$ cat src/rtl/int_ctrl_if.sv
// Bus between the interrupt controller and its CPU/device side: request lines,
// mask write port, acknowledge/EOI handshake and the registered controller outputs.
interface int_ctrl_if;
    logic [7:0] irq;
    logic       mask_we;
    logic [7:0] mask_wdata;
    logic       eoi;
    logic       inta;
    logic       intr;
    logic [7:0] vector;
    logic [7:0] isr;

    modport master (
        output irq, mask_we, mask_wdata, eoi, inta,
        input  intr, vector, isr
    );

    modport slave (
        input  irq, mask_we, mask_wdata, eoi, inta,
        output intr, vector, isr
    );
endinterface

$ cat src/rtl/int_ctrl.sv
// 8-line edge-triggered priority interrupt controller (bit 0 highest) with mask, ISR and INTA/EOI handshake.
// Optional nesting of higher-priority requests is enabled by defining INT_CTRL_NEST_EN.
module int_ctrl #(
    parameter logic [4:0]  VEC_BASE = 5'b01010,
    parameter int unsigned IRQ_SYNC = 1
) (
    input logic       clk,
    input logic       clr,
    int_ctrl_if.slave bus
);

    typedef enum logic [1:0] {IDLE, REQ, ACK, SERV} state_t;

    state_t     state;
    logic [7:0] irq_s;
    logic [7:0] irq_prev;
    logic [7:0] rise;
    logic [7:0] pending;
    logic [7:0] pending_n;
    logic [7:0] mask;
    logic [7:0] isr_r;
    logic [7:0] isr_n;
    logic [7:0] req_vec;
    logic [7:0] req_now;
    logic [7:0] pend_clr;
    logic [7:0] isr_set;
    logic [7:0] vector_r;
    logic [2:0] win_idx;
    logic       intr_r;
    logic       inta_d;
    logic       inta_rise;
    logic       ack_ok;
    logic       eligible;

    function automatic logic [2:0] low_idx(input logic [7:0] v);
        logic found;
        low_idx = '0;
        found   = 1'b0;
        for (int unsigned i = 0; i < 8; i++) begin
            if (v[i] && !found) begin
                low_idx = i[2:0];
                found   = 1'b1;
            end
        end
    endfunction

    generate
        if (IRQ_SYNC != 0) begin : g_sync
            logic [7:0] sync1;
            logic [7:0] sync2;
            always_ff @(posedge clk or posedge clr) begin
                if (clr) begin
                    sync1 <= '0;
                    sync2 <= '0;
                end else begin
                    sync1 <= bus.irq;
                    sync2 <= sync1;
                end
            end
            assign irq_s = sync2;
        end else begin : g_nosync
            assign irq_s = bus.irq;
        end
    endgenerate

    assign rise      = irq_s & ~irq_prev;
    assign inta_rise = bus.inta & ~inta_d;
    // Acknowledge arbitrates on latched pending only; request raising includes this cycle's edges.
    assign req_vec   = pending & ~mask;
    assign req_now   = (pending | rise) & ~mask;
    assign win_idx   = low_idx(req_vec);
    assign ack_ok    = (state == REQ) && inta_rise && (req_vec != '0);

`ifdef INT_CTRL_NEST_EN
    assign eligible = (req_now != '0) &&
                      ((isr_r == '0) || (low_idx(req_now) < low_idx(isr_r)));
`else
    assign eligible = (req_now != '0) && (isr_r == '0);
`endif

    always_comb begin
        pend_clr = '0;
        isr_set  = '0;
        if (ack_ok) begin
            pend_clr[win_idx] = 1'b1;
            isr_set[win_idx]  = 1'b1;
        end
        // A fresh edge on the winning line re-sets its pending bit.
        pending_n = (pending & ~pend_clr) | rise;
        // isr & (isr - 1) drops the lowest set bit; a no-op when isr is zero.
        isr_n     = (bus.eoi ? (isr_r & (isr_r - 8'd1)) : isr_r) | isr_set;
    end

    always_ff @(posedge clk or posedge clr) begin
        if (clr) begin
            state    <= IDLE;
            pending  <= '0;
            mask     <= '1;
            isr_r    <= '0;
            intr_r   <= 1'b0;
            vector_r <= '0;
            inta_d   <= 1'b0;
            irq_prev <= '0;
        end else begin
            irq_prev <= irq_s;
            inta_d   <= bus.inta;
            pending  <= pending_n;
            isr_r    <= isr_n;
            if (bus.mask_we) begin
                mask <= bus.mask_wdata;
            end
            case (state)
                IDLE: begin
                    if (eligible && !bus.inta) begin
                        state  <= REQ;
                        intr_r <= 1'b1;
                    end else if (isr_r != '0) begin
                        state <= SERV;
                    end
                end
                REQ: begin
                    if (inta_rise) begin
                        intr_r <= 1'b0;
                        if (ack_ok) begin
                            vector_r <= {VEC_BASE, win_idx};
                            state    <= ACK;
                        end else begin
                            vector_r <= {VEC_BASE, 3'b111};
                            state    <= IDLE;
                        end
                    end
                end
                ACK: begin
                    if (!bus.inta) begin
                        state <= SERV;
                    end
                end
                SERV: begin
                    if (isr_r == '0) begin
                        state <= IDLE;
                    end else if (eligible && !bus.inta) begin
                        state  <= REQ;
                        intr_r <= 1'b1;
                    end
                end
                default: state <= IDLE;
            endcase
        end
    end

    assign bus.intr   = intr_r;
    assign bus.vector = vector_r;
    assign bus.isr    = isr_r;

endmodule

$ cat src/flat_wrapper.sv
// flat-port wrapper written by rule: the top's interface ports become plain ports
module int_ctrl_flat 
#(
    parameter logic [4:0]  VEC_BASE = 5'b01010,
    parameter int unsigned IRQ_SYNC = 1
)
  (clk, clr, bus_irq, bus_mask_we, bus_mask_wdata, bus_eoi, bus_inta, bus_intr, bus_vector, bus_isr);
  int_ctrl_if bus_i ();
  input logic clk;
  input logic clr;
  input wire logic [$bits(bus_i.irq)-1:0] bus_irq;
  input wire logic [$bits(bus_i.mask_we)-1:0] bus_mask_we;
  input wire logic [$bits(bus_i.mask_wdata)-1:0] bus_mask_wdata;
  input wire logic [$bits(bus_i.eoi)-1:0] bus_eoi;
  input wire logic [$bits(bus_i.inta)-1:0] bus_inta;
  output wire logic [$bits(bus_i.intr)-1:0] bus_intr;
  output wire logic [$bits(bus_i.vector)-1:0] bus_vector;
  output wire logic [$bits(bus_i.isr)-1:0] bus_isr;
  assign bus_i.irq = bus_irq;
  assign bus_i.mask_we = bus_mask_we;
  assign bus_i.mask_wdata = bus_mask_wdata;
  assign bus_i.eoi = bus_eoi;
  assign bus_i.inta = bus_inta;
  assign bus_intr = bus_i.intr;
  assign bus_vector = bus_i.vector;
  assign bus_isr = bus_i.isr;
  int_ctrl #(.VEC_BASE(VEC_BASE), .IRQ_SYNC(IRQ_SYNC)) u_core (.clk(clk), .clr(clr), .bus(bus_i));
endmodule
$ cat config.mk
export PLATFORM = sky130hd
export DESIGN_NAME = int_ctrl_flat
export DESIGN_NICKNAME = d
export VERILOG_FILES = /design/src/rtl/int_ctrl_if.sv /design/src/rtl/int_ctrl.sv /design/src/flat_wrapper.sv
export SDC_FILE = /design/constraint.sdc
export NUM_CORES = 1
export LEC_CHECK = 0
export BUFFER_PORTS_ARGS = -buffer_cell sky130_fd_sc_hd__buf_4
export CAP_MARGIN = 20
export CORE_MARGIN = 1
export CORE_UTILIZATION = 47
export DETAILED_ROUTE_END_ITERATION = 7
export GPL_TIMING_DRIVEN = 0
export PLACE_DENSITY = 0.76
export SYNTH_ARGS = -nofsm -noshare
export SYNTH_HDL_FRONTEND = slang
export SYNTH_SLANG_ARGS = --single-unit
$ cat constraint.sdc
create_clock -name clk -period 3.5 [get_ports clk]
set_input_delay 0.525 -clock clk [delete_from_list [all_inputs] [get_ports clk]]
set_output_delay 0.525 -clock clk [all_outputs]
set_load 0.005 [all_outputs]
==> impl_metrics.ini, run 1 <==
[outcome]
status = finished clean

[placement]
pre_cts_slack_ps = 1340
place.gp.congestion = 0.893
dpl_cell_area_um2 = 2530
dpl.hpwl_mm = 2.99
port_buffers = 33

[clocking]
root_buffer = clkbuf_8
clk_pin_slew_worst_paths_ps = 90
clock_latency_ps = 310
cts.sinks = 56
cts_setup_buffers = 0
cts-htree-levels = 2
cts_buffers = 5
cts_tree = built
cts_resized = 0
clock_path_buffers = 2
cts_hold_buf = 0

[timing]
max-slew-margin-rel_pct = 62.5
finalHoldWorstSlack_ps = 213
skew_ps = 7.47
maxSlewViolCount = 0
setup_viol = 0
fmax_mhz = 450
tightestPinTransition_ps = 555
min_period_over_period_pct = 63.5
setup_tns_ps = 0
finalHoldViolations = 0
period_minus_slack_ps = 2220
fin_ws_ps = 1280
rsz0062_at_grt = false

[global_routing]
antenna_found_initial = 0
grt_pass1_wl_mm = 7.04
grt_pass1_vias = 1538
grt_overflow = 0
grt_max_degree = 37
grt_use_total_pct = 18.7

[setup_path]
start_kind = flip-flop
rr_endpoint = u_core.bus.isr[1]$_DFF_PP0_
worstSetupPathType = flip-flop to flip-flop
crit_required_ps = 3700
arrival_ps = 2430
r2r_slack_ps = 1280
rr_worst_depth = 5
path_max_fanout = 5
r2r_start = u_core.mask[0]$_DFFE_PP1P_
endpoint_kind = flip-flop

[route]
via_per_inst = 5.45
post_drt_wl_per_cell_um = 14.6
drc = 0
drt_iter0_markers = 67
vias = 1516
ant_nets = 0
routed_wl_mm = 4.06
firstDrtPassIters = 4

[synthesis]
yosysMostFrequentCell = dfrtp_1
synth_cells = 182
yosysSeqAreaShare_pct = 64.3
syn_area_um2 = 2190
yosys.area_share.adder_pct = 0
synth_common_cells = dfrtp_1, nand2_1, nor2_1, nor2b_1
synth_edf_count = 0
synth_compound_gate_area_share_pct = 12.5
synth.largest_area_cell = dfrtp_1
synth_top_family_by_area = simple AND/OR/NAND/NOR gates
syn_area_per_cell_um2 = 12.1
synthDistinctLibCells = 41
synthTopCellsByArea = dfrtp_1, dfstp_2, mux2_2
yosysWarnings = 0
synth_top_area_share_pct = 54.8
ys_ff_latch = 56
synth_mux_area_share_pct = 3.59
ys.flop_type = dfrtp_1
synth_simple_gate_area_share_pct = 16.4
synth_xor_area_share_pct = 0
synthArstFlopShare_pct = 100

[finish]
num-nets-final = 246
fillers = 364
syn_to_final_growth_pct = 21.3
finalInstanceArea_um2 = 2660
drive_above_1_share_pct = 28.8
antenna_cells = 0

[worst_hold_path]
hold_class = input pin to asynchronous set/reset pin

[power]
ir_drop_uv = 397
p_leak_nw = 1.21
power.density_nw_per_um2 = 570

[floorplan]
die_x_um = 70.3
rows = 24
core-area_um2 = 4410
boundaryPins = 38
initial_utilization_pct = 49.7
die_area_um2 = 4940
dieHeight_um = 70.3

[flow_run]
max_cap_violations = 0
worst max-delay path, stage by stage, from the launching register on:
cell and delay (ps):
dfstp_2 550, and2b_1 220, nor4_2 460, a2111o_1 300
o21ai_1 240, a32o_1 330
cells by family after synthesis:
family,count (synthesis)
mux,7
other cells,1
buf+inv,13
simple gates,67
compound gates,38
flops,56
metal layers:
layer	GRT usage, %	up-vias	wire length, µm
met1	24.0	729	1860
met2	29.3	48	1880
met5	0	-	0
met4	11.6	0	131
met3	3.46	15	196
li1	-	724	-
power breakdown:
part | internal [mW] | switching (mW)
combinational | 0.143 | 0.140
clock | 0.252 | 0.202
sequential | 0.724 | 0.0557
total | 1.12 | 0.397
registers in the layout (all words and copies together) (netlist names):
register	cells
u_core.irq_prev	8
u_core.g_sync.sync1	8
u_core.bus.intr	1
u_core.mask	8
u_core.pending	8
u_core.inta_d	1
u_core.state	2
u_core.g_sync.sync2	8
u_core.bus.isr	8
u_core.bus.vector	4
worst max path at each step:
stage	start	to	slack, ps	depth (start not counted)
detailed placement	bus_inta	u_core.pending[5]$_DFF_PP0_	1340	6
finish	u_core.mask[0]$_DFFE_PP1P_	u_core.bus.isr[1]$_DFF_PP0_	1280	5
CTS	u_core.mask[0]$_DFFE_PP1P_	u_core.bus.isr[1]$_DFF_PP0_	1310	5
floorplan	u_core.mask[0]$_DFFE_PP1P_	u_core.pending[5]$_DFF_PP0_	1570	4
global placement	clr	u_core.bus.vector[0]$_DFFE_PP0P_	990	2
global route	u_core.mask[0]$_DFFE_PP1P_	u_core.bus.isr[1]$_DFF_PP0_	1160	5
final cells by class:
cell class | instances | area, µm² | share of cell area (%)
clock buffer | 7 | 96.3 | 3.62
tap | 52 | 65.1 | 2.45
clock inverter | 1 | 30.0 | 1.13
timing repair buffer | 34 | 268 | 10.1
buffer | 7 | 42.5 | 1.60
multi-input combinational | 115 | 724 | 27.2
inverter | 6 | 22.5 | 0.847
sequential | 56 | 1410 | 53.1
per-stage QoR:
step                total power [mW]  utilization, %  std cells
floorplan                      0.952               -        184
global placement                1.06            56.9        269
detailed placement              1.08            57.4        270
CTS                             1.53            60.3        278
global route                    1.59            60.3        278
finish                          1.52            60.3        278
placed cells by master, fill, tap and decap left out, types with 2 or more instances in the layout:
master / n
nor3_1: 6
o21ai_1: 4
dfrtp_1: 48
mux2_2: 7
o21ai_0: 4
a31oi_1: 4
clkbuf_1: 2
conb_1: 3
nand2b_1: 8
a41oi_1: 2
and2_1: 2
a21oi_1: 5
dfstp_2: 8
nor2b_1: 9
nand2_1: 13
a22o_1: 2
buf_4: 37
a32o_1: 2
a21o_1: 2
and2b_1: 4
nand3_1: 4
nor2_1: 12
inv_1: 5
and3_1: 3
o41ai_1: 3
clkbuf_8: 7
or3_1: 2
Note: power is estimated with default switching activity, not from simulation.
==> run 2: changes to the inputs <==
- clock period: 3.5 -> 2.2 ns (I/O delays scaled with it)
==> impl_metrics.ini, run 2 (synthesis gave the netlist of run 1 again) <==
[setup_path]
r2r_start = u_core.mask[4]$_DFFE_PP1P_
crit_required_ps = 2400
start_kind = flip-flop
worstSetupPathType = flip-flop to flip-flop
rr_endpoint = u_core.pending[5]$_DFF_PP0_
arrival_ps = 2300
path_max_fanout = 5
cp-endpoint = u_core.pending[5]$_DFF_PP0_
rr_worst_depth = 5
endpoint_kind = flip-flop
r2r_slack_ps = 100
critPathLaunch = u_core.mask[4]$_DFFE_PP1P_

[route]
firstDrtPassIters = 4
vias = 1533
drt_iter0_markers = 54
drc = 0
post_drt_wl_per_cell_um = 14.8
ant_nets = 0
via_per_inst = 5.51
routed_wl_mm = 4.12

[clocking]
cts_buffers = 5
cts_tree = built
cts-htree-levels = 2
cts_setup_buffers = 0
clk_pin_slew_worst_paths_ps = 90
clock_path_buffers = 2
cts.sinks = 56
clock_latency_ps = 310
root_buffer = clkbuf_8

[timing]
finalHoldViolations = 0
min_period_over_period_pct = 95.3
skew_ps = 5.19
period_minus_slack_ps = 2100
max-slew-margin-rel_pct = 66.1
rsz0062_at_grt = false
finalHoldWorstSlack_ps = 18.1
setup_viol = 0
tightestPinTransition_ps = 509
maxSlewViolCount = 0
fmax_mhz = 477

[floorplan]
rows = 24
dieHeight_um = 70.3
die_area_um2 = 4940
initial_utilization_pct = 49.7
die_x_um = 70.3
core-area_um2 = 4410
boundaryPins = 38

[finish]
final_cell_mix = dfrtp_1, buf_4, nand2_1
layout_commonest_cell = dfrtp_1
syn_to_final_growth_pct = 22.4
drive_above_1_share_pct = 30.1
num-nets-final = 246
antenna_cells = 0

[global_routing]
grt_max_degree = 37
grt_pass1_wl_mm = 7.04
grt_use_total_pct = 18.7
grt_pass1_vias = 1538
antenna_found_initial = 0
grt_overflow = 0

[power]
p_leak_nw = 1.22
ir_drop_uv = 635
power.density_nw_per_um2 = 902
p_total_mw = 2.42

[placement]
dpl.hpwl_mm = 2.99
place.gp.congestion = 0.893
port_buffers = 33

[outcome]
status = finished clean

[flow_run]
max_cap_violations = 0

[worst_hold_path]
hold_class = input pin to asynchronous set/reset pin
-- run 2: cell counts in the layout (fill, tap and decap cells not counted) --
Identical to the previous run, type by type.
-- run 2: worst min path at each step --
| stage | start | to | slack [ps] |
|---|---|---|---|
| 2_1_floorplan | u_core.g_sync.sync1[0]$_DFF_PP0_ | u_core.g_sync.sync2[0]$_DFF_PP0_ | 330 |
| 3_3_place_gp | u_core.g_sync.sync1[2]$_DFF_PP0_ | u_core.g_sync.sync2[2]$_DFF_PP0_ | 330 |
| 3_5_place_dp | u_core.g_sync.sync1[0]$_DFF_PP0_ | u_core.g_sync.sync2[0]$_DFF_PP0_ | 340 |
| 4_1_cts | clr | u_core.g_sync.sync1[2]$_DFF_PP0_ | 20 |
| 5_1_grt | clr | u_core.g_sync.sync1[2]$_DFF_PP0_ | 50 |
| 6_report | clr | u_core.g_sync.sync1[5]$_DFF_PP0_ | 20 |
-- run 2: area by class of cell --
type / instances / area [µm²]
well taps: 52 / 65.1
clock inverters: 1 / 30.0
multi-input cells: 115 / 748
inverters: 6 / 22.5
fillers: 364 / 1730
flip-flops and latches: 56 / 1410
plain buffers: 7 / 42.5
clock buffers: 7 / 96.3
repair buffers: 34 / 268
-- run 2: power breakdown --
group	total [mW]	switching [mW]	internal (mW)	leakage, nW
clock network	0.716	0.315	0.402	0.0645
logic	0.462	0.233	0.230	0.518
registers	1.24	0.0900	1.15	0.640
-- run 2: routing by layer --
layer  part of all wire [%]  global-route usage (%)
met1                     45                    24.0
met2                     47                    29.3
met3                    5.0                    3.46
met4                    2.8                    11.6
met5                      0                       0
-- run 2: worst max-delay path: stages, from the launching register on --
cell	delay (ps)
dfstp_2	560
nand2b_1	130
nand2_1	70
a2111o_1	500
or4_4	530
a21o_1	190
-- run 2: timing repair --
| item | CTS | global route |
|---|---|---|
| hold buffers | 0 | 0 |
| gates resized for setup | 0 | 4 |
| endpoints found under the setup margin | 0 | 12 |
-- run 2: through the flow --
step                area (µm²)  instances  utilization, %  setup WS, ps  setup TNS [ps]
global route              2680        278            60.8          30.2               0
global placement          2510        269            56.9          -120           -5620
finish                    2680        278            60.8           103               0
CTS                       2660        278            60.3          6.04               0
floorplan                 2200        184               -           270               0
detailed placement        2530        270            57.4          64.9               0
